### config.mk
export PLATFORM = sky130hd
export DESIGN_NAME = demux_1to3_stream_flat
export DESIGN_NICKNAME = d
export VERILOG_FILES = /design/src/rtl/demux_pkg.sv /design/src/rtl/demux_1to3_stream_if.sv /design/src/rtl/demux_1to3_stream_slot.sv /design/src/rtl/demux_1to3_stream.sv /design/src/flat_wrapper.sv
export SDC_FILE = /design/constraint.sdc
export NUM_CORES = 1
export LEC_CHECK = 0
export CAP_MARGIN = 30
export CORE_MARGIN = 2
export CORE_UTILIZATION = 45
export DETAILED_ROUTE_END_ITERATION = 7
export PLACE_DENSITY = 0.86
export SYNTH_ARGS = -nofsm -noshare
export SYNTH_HDL_FRONTEND = slang
export SYNTH_SLANG_ARGS = --single-unit
### constraint.sdc
create_clock -name clk -period 2.6 [get_ports clk]
set_input_delay 0.26 -clock clk [delete_from_list [all_inputs] [get_ports clk]]
set_output_delay 0.26 -clock clk [all_outputs]
set_load 0.01 [all_outputs]
### src/rtl/demux_pkg.sv
// demux_pkg: shared constants and slot state type for the 1-to-3 stream demultiplexer
package demux_pkg;
   localparam int W = 8;
   localparam int CNT_W = 8;
   localparam logic [1:0] CH0 = 2'b00;
   localparam logic [1:0] CH1 = 2'b01;
   localparam logic [1:0] CH2 = 2'b10;
   localparam logic [1:0] SEL_ILLEGAL = 2'b11;
   typedef enum logic {EMPTY, FULL} slot_e;
endpackage

### src/rtl/demux_1to3_stream_if.sv
// demux_1to3_stream_if: input stream, three output channels and drop status
interface demux_1to3_stream_if #(
   parameter int W = demux_pkg::W,
   parameter int CNT_W = demux_pkg::CNT_W
);
   logic [W-1:0] in_data;
   logic in_valid;
   logic in_ready;
   logic s0;
   logic s1;
   logic [W-1:0] out0_data;
   logic out0_valid;
   logic out0_ready;
   logic [W-1:0] out1_data;
   logic out1_valid;
   logic out1_ready;
   logic [W-1:0] out2_data;
   logic out2_valid;
   logic out2_ready;
   logic [CNT_W-1:0] drop_cnt;
   logic err;
   modport slave (
      input in_data, in_valid, s0, s1, out0_ready, out1_ready, out2_ready,
      output in_ready, out0_data, out0_valid, out1_data, out1_valid,
      output out2_data, out2_valid, drop_cnt, err
   );
   modport master (
      output in_data, in_valid, s0, s1, out0_ready, out1_ready, out2_ready,
      input in_ready, out0_data, out0_valid, out1_data, out1_valid,
      input out2_data, out2_valid, drop_cnt, err
   );
endinterface

### src/rtl/demux_1to3_stream_slot.sv
// stream_slot: one-entry valid/data holding register; a load may coincide with an unload
module stream_slot import demux_pkg::*; #(
   parameter int DW = 8
) (
   input  logic clk,
   input  logic rst,
   input  logic load_i,
   input  logic [DW-1:0] data_i,
   input  logic ready_i,
   output logic valid_o,
   output logic [DW-1:0] data_o
);
   slot_e state_q, state_d;
   logic [DW-1:0] data_q, data_d;
   always_comb begin
      state_d = load_i ? FULL : (ready_i ? EMPTY : state_q);
      data_d = load_i ? data_i : data_q;
   end
   always_ff @(posedge clk or posedge rst) begin
      if (rst) begin
         state_q <= EMPTY;
         data_q <= '0;
      end else begin
         state_q <= state_d;
         data_q <= data_d;
      end
   end
   assign valid_o = state_q == FULL;
   assign data_o = data_q;
endmodule

### src/rtl/demux_1to3_stream.sv
// demux_1to3_stream: routes a valid/ready stream to one of three registered channels; illegal selects are dropped and counted
module demux_1to3_stream import demux_pkg::*; #(
   parameter int W = demux_pkg::W,
   parameter int CNT_W = demux_pkg::CNT_W
) (
   input logic clk,
   input logic rst,
   demux_1to3_stream_if.slave bus
);
   logic [1:0] sel;
   logic accept, drop;
   logic [2:0] load, vld, rdy;
   logic [3:0] free;
   logic [W-1:0] dat [3];
   logic err_q, err_d;
   logic [CNT_W-1:0] cnt_q, cnt_d;
   assign sel = {bus.s1, bus.s0};
   assign rdy = {bus.out2_ready, bus.out1_ready, bus.out0_ready};
   // top entry stands for the illegal select, which is always accepted
   assign free = {1'b1, ~vld | rdy};
   assign bus.in_ready = !rst && free[sel];
   assign accept = bus.in_valid && bus.in_ready;
   assign drop = accept && sel == SEL_ILLEGAL;
   assign load = {accept && sel == CH2, accept && sel == CH1, accept && sel == CH0};
   for (genvar c = 0; c < 3; c++) begin : g_slot
      stream_slot #(.DW(W)) u_slot (
         .clk(clk),
         .rst(rst),
         .load_i(load[c]),
         .data_i(bus.in_data),
         .ready_i(rdy[c]),
         .valid_o(vld[c]),
         .data_o(dat[c])
      );
   end
   assign bus.out0_valid = vld[0];
   assign bus.out1_valid = vld[1];
   assign bus.out2_valid = vld[2];
   assign bus.out0_data = dat[0];
   assign bus.out1_data = dat[1];
   assign bus.out2_data = dat[2];
   always_comb begin
      err_d = drop;
      cnt_d = (drop && cnt_q != '1) ? cnt_q + CNT_W'(1) : cnt_q;
   end
   always_ff @(posedge clk or posedge rst) begin
      if (rst) begin
         err_q <= 1'b0;
         cnt_q <= '0;
      end else begin
         err_q <= err_d;
         cnt_q <= cnt_d;
      end
   end
   assign bus.err = err_q;
   assign bus.drop_cnt = cnt_q;
endmodule

### src/flat_wrapper.sv
// flat-port wrapper written by rule: the top's interface ports become plain ports
module demux_1to3_stream_flat import demux_pkg::*;
#(
   parameter int W = demux_pkg::W,
   parameter int CNT_W = demux_pkg::CNT_W
)
  (clk, rst, bus_in_data, bus_in_valid, bus_s0, bus_s1, bus_out0_ready, bus_out1_ready, bus_out2_ready, bus_in_ready, bus_out0_data, bus_out0_valid, bus_out1_data, bus_out1_valid, bus_out2_data, bus_out2_valid, bus_drop_cnt, bus_err);
  demux_1to3_stream_if #(.W(W), .CNT_W(CNT_W)) bus_i ();
  input logic clk;
  input logic rst;
  input wire logic [$bits(bus_i.in_data)-1:0] bus_in_data;
  input wire logic [$bits(bus_i.in_valid)-1:0] bus_in_valid;
  input wire logic [$bits(bus_i.s0)-1:0] bus_s0;
  input wire logic [$bits(bus_i.s1)-1:0] bus_s1;
  input wire logic [$bits(bus_i.out0_ready)-1:0] bus_out0_ready;
  input wire logic [$bits(bus_i.out1_ready)-1:0] bus_out1_ready;
  input wire logic [$bits(bus_i.out2_ready)-1:0] bus_out2_ready;
  output wire logic [$bits(bus_i.in_ready)-1:0] bus_in_ready;
  output wire logic [$bits(bus_i.out0_data)-1:0] bus_out0_data;
  output wire logic [$bits(bus_i.out0_valid)-1:0] bus_out0_valid;
  output wire logic [$bits(bus_i.out1_data)-1:0] bus_out1_data;
  output wire logic [$bits(bus_i.out1_valid)-1:0] bus_out1_valid;
  output wire logic [$bits(bus_i.out2_data)-1:0] bus_out2_data;
  output wire logic [$bits(bus_i.out2_valid)-1:0] bus_out2_valid;
  output wire logic [$bits(bus_i.drop_cnt)-1:0] bus_drop_cnt;
  output wire logic [$bits(bus_i.err)-1:0] bus_err;
  assign bus_i.in_data = bus_in_data;
  assign bus_i.in_valid = bus_in_valid;
  assign bus_i.s0 = bus_s0;
  assign bus_i.s1 = bus_s1;
  assign bus_i.out0_ready = bus_out0_ready;
  assign bus_i.out1_ready = bus_out1_ready;
  assign bus_i.out2_ready = bus_out2_ready;
  assign bus_in_ready = bus_i.in_ready;
  assign bus_out0_data = bus_i.out0_data;
  assign bus_out0_valid = bus_i.out0_valid;
  assign bus_out1_data = bus_i.out1_data;
  assign bus_out1_valid = bus_i.out1_valid;
  assign bus_out2_data = bus_i.out2_data;
  assign bus_out2_valid = bus_i.out2_valid;
  assign bus_drop_cnt = bus_i.drop_cnt;
  assign bus_err = bus_i.err;
  demux_1to3_stream #(.W(W), .CNT_W(CNT_W)) u_core (.clk(clk), .rst(rst), .bus(bus_i));
endmodule
==> results of run 1 <==
-- area by class of cell --
type	count	share of cell area (%)
clock buffers	8	2.74
multi-input cells	63	27.0
well taps	44	2.57
flip-flops and latches	36	42.0
repair buffers	53	25.2
inverters	3	0.525
-- state kept, by name, indices dropped and copies added, names as in the netlist --
| signal | cells |
|---|---|
| u_core.bus.err | 1 |
| u_core.g_slot.u_slot.valid_o | 3 |
| u_core.g_slot.u_slot.data_o | 24 |
| u_core.bus.drop_cnt | 8 |
-- layer usage --
metal / up-vias / part of all wire, % / global-route usage, %
met3: 5 / 4.3 / 6.51
met1: 512 / 40 / 23.4
met4: 0 / 1.5 / 8.81
li1: 475 / - / -
met2: 30 / 54 / 32.8
met5: - / 0 / 0
-- synth_stat cells (2+ instances only) --
cell type and count:
dfrtp_1 36, xor2_1 6, mux2_2 25, nand3_1 2, nor2_1 5, nor2b_1 2
inv_1 3, nor3_1 2, nand2b_1 2, nor4_4 2, nand2_1 5
-- stage by stage --
| step | hold slack, ns | setup slack, ns | instances | total power, mW |
|---|---|---|---|---|
| finish | 0.476 | 0.366 | 207 | 1.55 |
| global route | 0.524 | 0.329 | 207 | 1.65 |
| CTS | 0.493 | 0.386 | 207 | 1.57 |
| detailed placement | 0.494 | 0.400 | 199 | 1.26 |
| global placement | 0.480 | 0.452 | 199 | 1.23 |
| floorplan | 0.411 | 1.08 | 102 | 0.947 |
-- cells by family after synthesis --
family,after synthesis,share of synthesized area (%)
compound gates,4,2.35
xor+xnor,7,4.11
fa+ha+maj,1,0.839
buf+inv,3,0.756
flops,36,60.5
mux,25,18.9
simple gates,26,12.6
-- power groups by stage --
stage          logic [mW]  registers [mW]  clock network (mW)
2_1_floorplan       0.139           0.808                   0
3_3_place_gp        0.476           0.755                   0
3_5_place_dp        0.493           0.767                   0
4_1_cts             0.495           0.755               0.317
5_1_grt             0.523           0.771               0.351
6_report            0.485           0.755               0.309
-- worst min-delay path by stage --
stage | from | end | slack (ns) | cells after the start
global route | u_core.bus.drop_cnt[7] | u_core.bus.drop_cnt[7] | 0.52 | 1
floorplan | bus_in_data[0] | u_core.g_slot[1].u_slot.data_o[0] | 0.41 | 1
CTS | rst | u_core.g_slot[2].u_slot.valid_o | 0.49 | 2
finish | rst | u_core.g_slot[1].u_slot.valid_o | 0.48 | 2
detailed placement | u_core.bus.drop_cnt[7] | u_core.bus.drop_cnt[7] | 0.49 | 1
global placement | u_core.bus.drop_cnt[7] | u_core.bus.drop_cnt[7] | 0.48 | 1
-- critical path: stages --
cell	delay [ns]
clkdlybuf4s50_1	0.54
inv_1	0.17
nor2_1	0.07
a211o_1	0.27
a21oi_1	0.12
clkdlybuf4s50_1	0.55
==> results.md, run 1 <==
* Drt total wl at between 3000 and 4000 um
* F_max at about 0.45 GHz
* Total clock buffers created by CTS at 5
* Synth Register Bits at 36
* Layout cells sized above 1 at between 20 and 25%
* Gate Count Post-Synth at roughly 100
* Worst relative slew slack at 49.4%
* Clock power frac at 19.9%
* Syn-to-layout area delta at 43.9%
* Mapped Avg Cell Area at between 10 and 15 um^2
* Synth Net Count at approximately 120
* Max Cap Viol at 0
* Clk sink count at 36
* Initial antenna violation count at 0
* Antenna Cells at 0
* Chip width at just over 60 um
* ANT nets after route at 0
* Combinational Power Share at roughly 31%
* # H-tree levels at 2
* Post-synthesis cell area at between 1000 and 1500 um^2
* Largest net degree at the start of global routing at 20
* Most frequent cells in the layout: 52 x clkdlybuf4s50_1, 36 x dfrtp_1, 25 x mux2_2
* Count of different cell masters after synthesis at 23
* GRT Total Usage at a little under 20%
* Global-route wire length before repair at 5130 um
* Ports at 53
* Residual DRC at 0
* Final nets at about 180
* Final Hold Fails at 0
* Setup repair after global routing missed its margin: false
* Synth warn at 0
* CORE AREA at slightly above 3000 um^2
* IO Port Bufs at between 50 and 60
* Vias in the first global route at roughly 1100
* Die H at 61.5 um
* Worst setup path start: bus_s0
* Vias/cell at approximately 4.9
* Worst Setup EP: bus_in_ready
* Util after Layout at approximately 69%
* Setup CP Type: input pin to output port
* Area occupied by multi-input gates at roughly 580 um^2
* Clock buffer depth at 2
* Flip-flop and latch area at 901 um^2
* R2R setup slack at 1.00 ns
* Setup Skew at 0.00432 ns
* Reg2Reg Launch Point: u_core.g_slot[0].u_slot.valid_o
* Cell area after layout at ~2100 um^2
* Startpoint Class: input pin
* Reg2Reg Depth at 3
* Gpl congestion at about 0.78
* Synth area leaders: dfrtp_1 60%, mux2_2 19%, xor2_1 3.5%, nor4_4 2.9%, nand2_1 1.3%
* Initial Util at between 40% and 50%
* Layout fillers at approximately 250
* Crit share post-route at 85.9%
* IR Drop Worst-Case VDD at 0.000510 V
* Post-Place Cell Area at approximately 2100 um^2
* Sw power at 0.437 mW
* Synth top area share at between 60% and 70%
* Post-synth top flop: dfrtp_1
* P_int at about 1.1 mW
* PD cells at ~720 nW/um^2
* Final Max Slew Viols at 0
* DR pass1 iterations at 4
* Aggregate global routing overflow at 0
* Die area at around 3800 um^2
* Root buf cell: clkbuf_4
* Sequential share of power at 48.8%
* Std cell rows at 20
* EDFF count, synth at 0
* Clock latency on the worst-skew pair at 0.34 ns
* Sw frac at between 20 and 30%
* Crit path DAT at slightly below 2 ns
* Final number of setup-violating endpoints at 0
* Clock transition at path regs at roughly 0.1 ns
* Seq/Total Area, Yosys at about three fifths
* Setup Fix Bufs, Post-CTS at 0
* Crit Path Max Fanout at 5
* WP data required at about 2.3 ns
* Commonest non-fill, non-tap cell in the layout: clkdlybuf4s50_1
* Status: completed
* Worst-margin pin slew at 0.759 ns
* Lkg Pwr at 0.950 nW
* DRT iter0 DRCs at 55
* Dpl hpwl at roughly 2500 um
* Cell taking the most area after synthesis: dfrtp_1
* Critical Path Sink Type: output port
* Setup TNS at 0 ns
* CTS tree: done
* Crit path time final at approximately 2.2 ns
* DR vias at 1022
* Capturing point of the worst reg2reg path: u_core.g_slot[0].u_slot.data_o[0]
* Async S/R FF share, synth at 100%
* Cts repair resizes at 0
* Worst hold path class: input pin to asynchronous set/reset pin
* Drt wl/cell at 15.6 um
* Post-CTS Hold Fix Bufs at 0
No activity file was read; power rests on OpenSTA's default activity.
==> inputs of run 2 (changes only) <==
- CORE_ASPECT_RATIO: default -> 0.75
- SLEW_MARGIN: default -> 20
==> results.md, run 2 (same netlist as run 1, synthesis figures left out) <==
* WP data required at 2.34 ns (about the same)
* DR vias at 1031 (+0.88%)
* Largest net degree at the start of global routing at 17 (-15%)
* Reg2Reg Depth at 4 (+1)
* Worst-margin pin slew at 0.612 ns (-0.146 ns)
* F_max at 0.454 GHz (+1.5%)
* Root buf cell: clkbuf_8
* Critical Path Sink Type: output port
* Worst setup path start: bus_s0
* Std cell rows at 18 (-10%)
* Die H at 53.8 um (-13%)
* DR pass1 iterations at 4 (unchanged)
* Drt wl/cell at 15.7 um (+1.1%)
* Ports at 53 (unchanged)
* CP most frequent cell: clkdlybuf4s50_1
* Min Hold Slack at 0.480 ns (+0.00388 ns)
* Gpl congestion at 0.753 (-3.8%)
* Setup repair after global routing missed its margin: false
* Crit path DAT at 1.94 ns (-0.03 ns)
* Worst Path Buf+Inv at 3 (unchanged)
* Clock transition at path regs at 0.07 ns (-0.03 ns)
* Final Hold Fails at 0 (unchanged)
* Most frequent cells in the layout: 52 x clkdlybuf4s50_1, 36 x dfrtp_1, 25 x mux2_2
* Clk sink count at 36 (unchanged)
* Initial antenna violation count at 0 (unchanged)
* Drt total wl at 3230 um (+0.16%)
* Final nets at 181 (+1.1%)
* CP top delay family: buffers and inverters
* CP max stage delay at 0.55 ns (about the same)
* Vias/cell at 5.03 (+1.9%)
* DRT iter0 DRCs at 47 (-15%)
* Final number of setup-violating endpoints at 0 (unchanged)
* Setup Skew at 0.00603 ns (+0.00172 ns)
* Chip width at 70.5 um (+14%)
* Clock buffer depth at 2 (unchanged)
* IR Drop Worst-Case VDD at 0.000495 V (-3.0%)
* Cts repair resizes at 0 (unchanged)
* # H-tree levels at 2 (unchanged)
* Dpl hpwl at 2430 um (-2.0%)
* Setup Fix Bufs, Post-CTS at 0 (unchanged)
* Cells along the critical path: clkdlybuf4s50_1, inv_1, nor2_1, a211o_1, a21oi_1, clkdlybuf4s50_1
* Total clock buffers created by CTS at 5 (unchanged)
* Reg2Reg Launch Point: u_core.bus.drop_cnt[0]
* Max FFs per register at 24 (unchanged)
* Crit share post-route at 84.6% (-1.3 points)
* Aggregate global routing overflow at 0 (unchanged)
* Syn-to-layout area delta at 47.3%
* Layout cells sized above 1 at 26.7% (+2.1 points)
* IO Port Bufs at 52 (unchanged)
* Startpoint Class: input pin
* PD cells at 783 nW/um^2 (+8.4%)
* Max Cap Viol at 0 (unchanged)
* Die area at 3790 um^2 (+0.13%)
* Global-route wire length before repair at 5220 um (+1.8%)
* Crit Path Max Fanout at 5 (unchanged)
* Post-CTS Hold Fix Bufs at 0 (unchanged)
* Crit-path slowest cell: clkdlybuf4s50_1
* CP Depth at 6 (unchanged)
* GRT Total Usage at 18.2% (-1.6 points)
* ANT nets after route at 0 (unchanged)
* Worst Setup EP: bus_in_ready
* Worst relative slew slack at 59.1% (+9.8 points)
* R2R setup slack at 1.03 ns (+0.03 ns)
* Clock latency on the worst-skew pair at 0.28 ns (-0.06 ns)
* Setup CP Type: input pin to output port
* CORE AREA at 3220 um^2 (+3.8%)
* Vias in the first global route at 1073 (+0.85%)
* Setup TNS at 0 ns (unchanged)
* Crit path time final at 2.20 ns (-0.0334 ns)
* Residual DRC at 0 (unchanged)
* Commonest non-fill, non-tap cell in the layout: clkdlybuf4s50_1
* Final Max Slew Viols at 0 (unchanged)
* Antenna Cells at 0 (unchanged)
* Status: completed
* Worst hold path class: input pin to asynchronous set/reset pin
* CTS tree: done
* Lkg Pwr at 0.977 nW (+2.9%)
* Initial Util at 46.3% (-1.8 points)
* Capturing point of the worst reg2reg path: u_core.bus.drop_cnt[1]
-- run 2: cell types whose count changed in the layout (fill, tap and decap cells not counted), sizes merged --
cell and delta:
buf +2, clkbuf -3, clkinvlp +1, clkinv +1, bufinv +1
-- run 2: through the flow --
| stage | cells | cell area (um^2) | total power, mW | worst slack (ns) | util [%] |
|---|---|---|---|---|---|
| finish | 205 | 2190 | 1.72 | 0.399 | 68.1 |
| global route | 205 | 2190 | 1.81 | 0.262 | 68.1 |
| CTS | 205 | 2190 | 1.74 | 0.399 | 68.1 |
| detailed placement | 197 | 2080 | 1.25 | 0.414 | 64.7 |
| global placement | 197 | 2080 | 1.23 | 0.425 | 64.7 |
| floorplan | 102 | 1490 | 0.947 | 1.08 | - |
-- run 2: how the worst min path moves through the flow --
stage / startpoint / to / slack, ns / cells after the start
floorplan: bus_in_data[0] / u_core.g_slot[1].u_slot.data_o[0] / 0.41 / 1
global placement: u_core.g_slot[1].u_slot.data_o[6] / u_core.g_slot[1].u_slot.data_o[6] / 0.49 / 1
detailed placement: u_core.g_slot[2].u_slot.data_o[3] / u_core.g_slot[2].u_slot.data_o[3] / 0.49 / 1
CTS: rst / u_core.g_slot[2].u_slot.valid_o / 0.49 / 2
global route: rst / u_core.g_slot[2].u_slot.valid_o / 0.53 / 2
finish: rst / u_core.g_slot[2].u_slot.valid_o / 0.48 / 2
-- run 2: power by group --
part | internal, mW | switching [mW] | total (mW)
clock | 0.284 | 0.197 | 0.480
combinational | 0.306 | 0.179 | 0.485
sequential | 0.674 | 0.0792 | 0.753
total | 1.26 | 0.455 | 1.72
-- run 2: final cells by class --
class / instances / area, um^2
Multi-Input combinational cell: 63 / 578
Inverter: 3 / 11.3
Timing Repair Buffer: 55 / 543
Clock buffer: 5 / 68.8
Tap cell: 40 / 50.0
Sequential cell: 36 / 901
Clock inverter: 3 / 42.5
Fill cell: 245 / 1030
-- run 2: per-layer routing --
metal | vias to the layer above | share of wire, % | global-route usage (%) | routed length [um]
met5 | - | 0 | 0 | 0
li1 | 483 | - | - | -
met3 | 2 | 3.1 | 3.93 | 99
met1 | 524 | 45 | 23.8 | 1450
met4 | 0 | 0.59 | 5.45 | 19
met2 | 22 | 51 | 31.3 | 1660
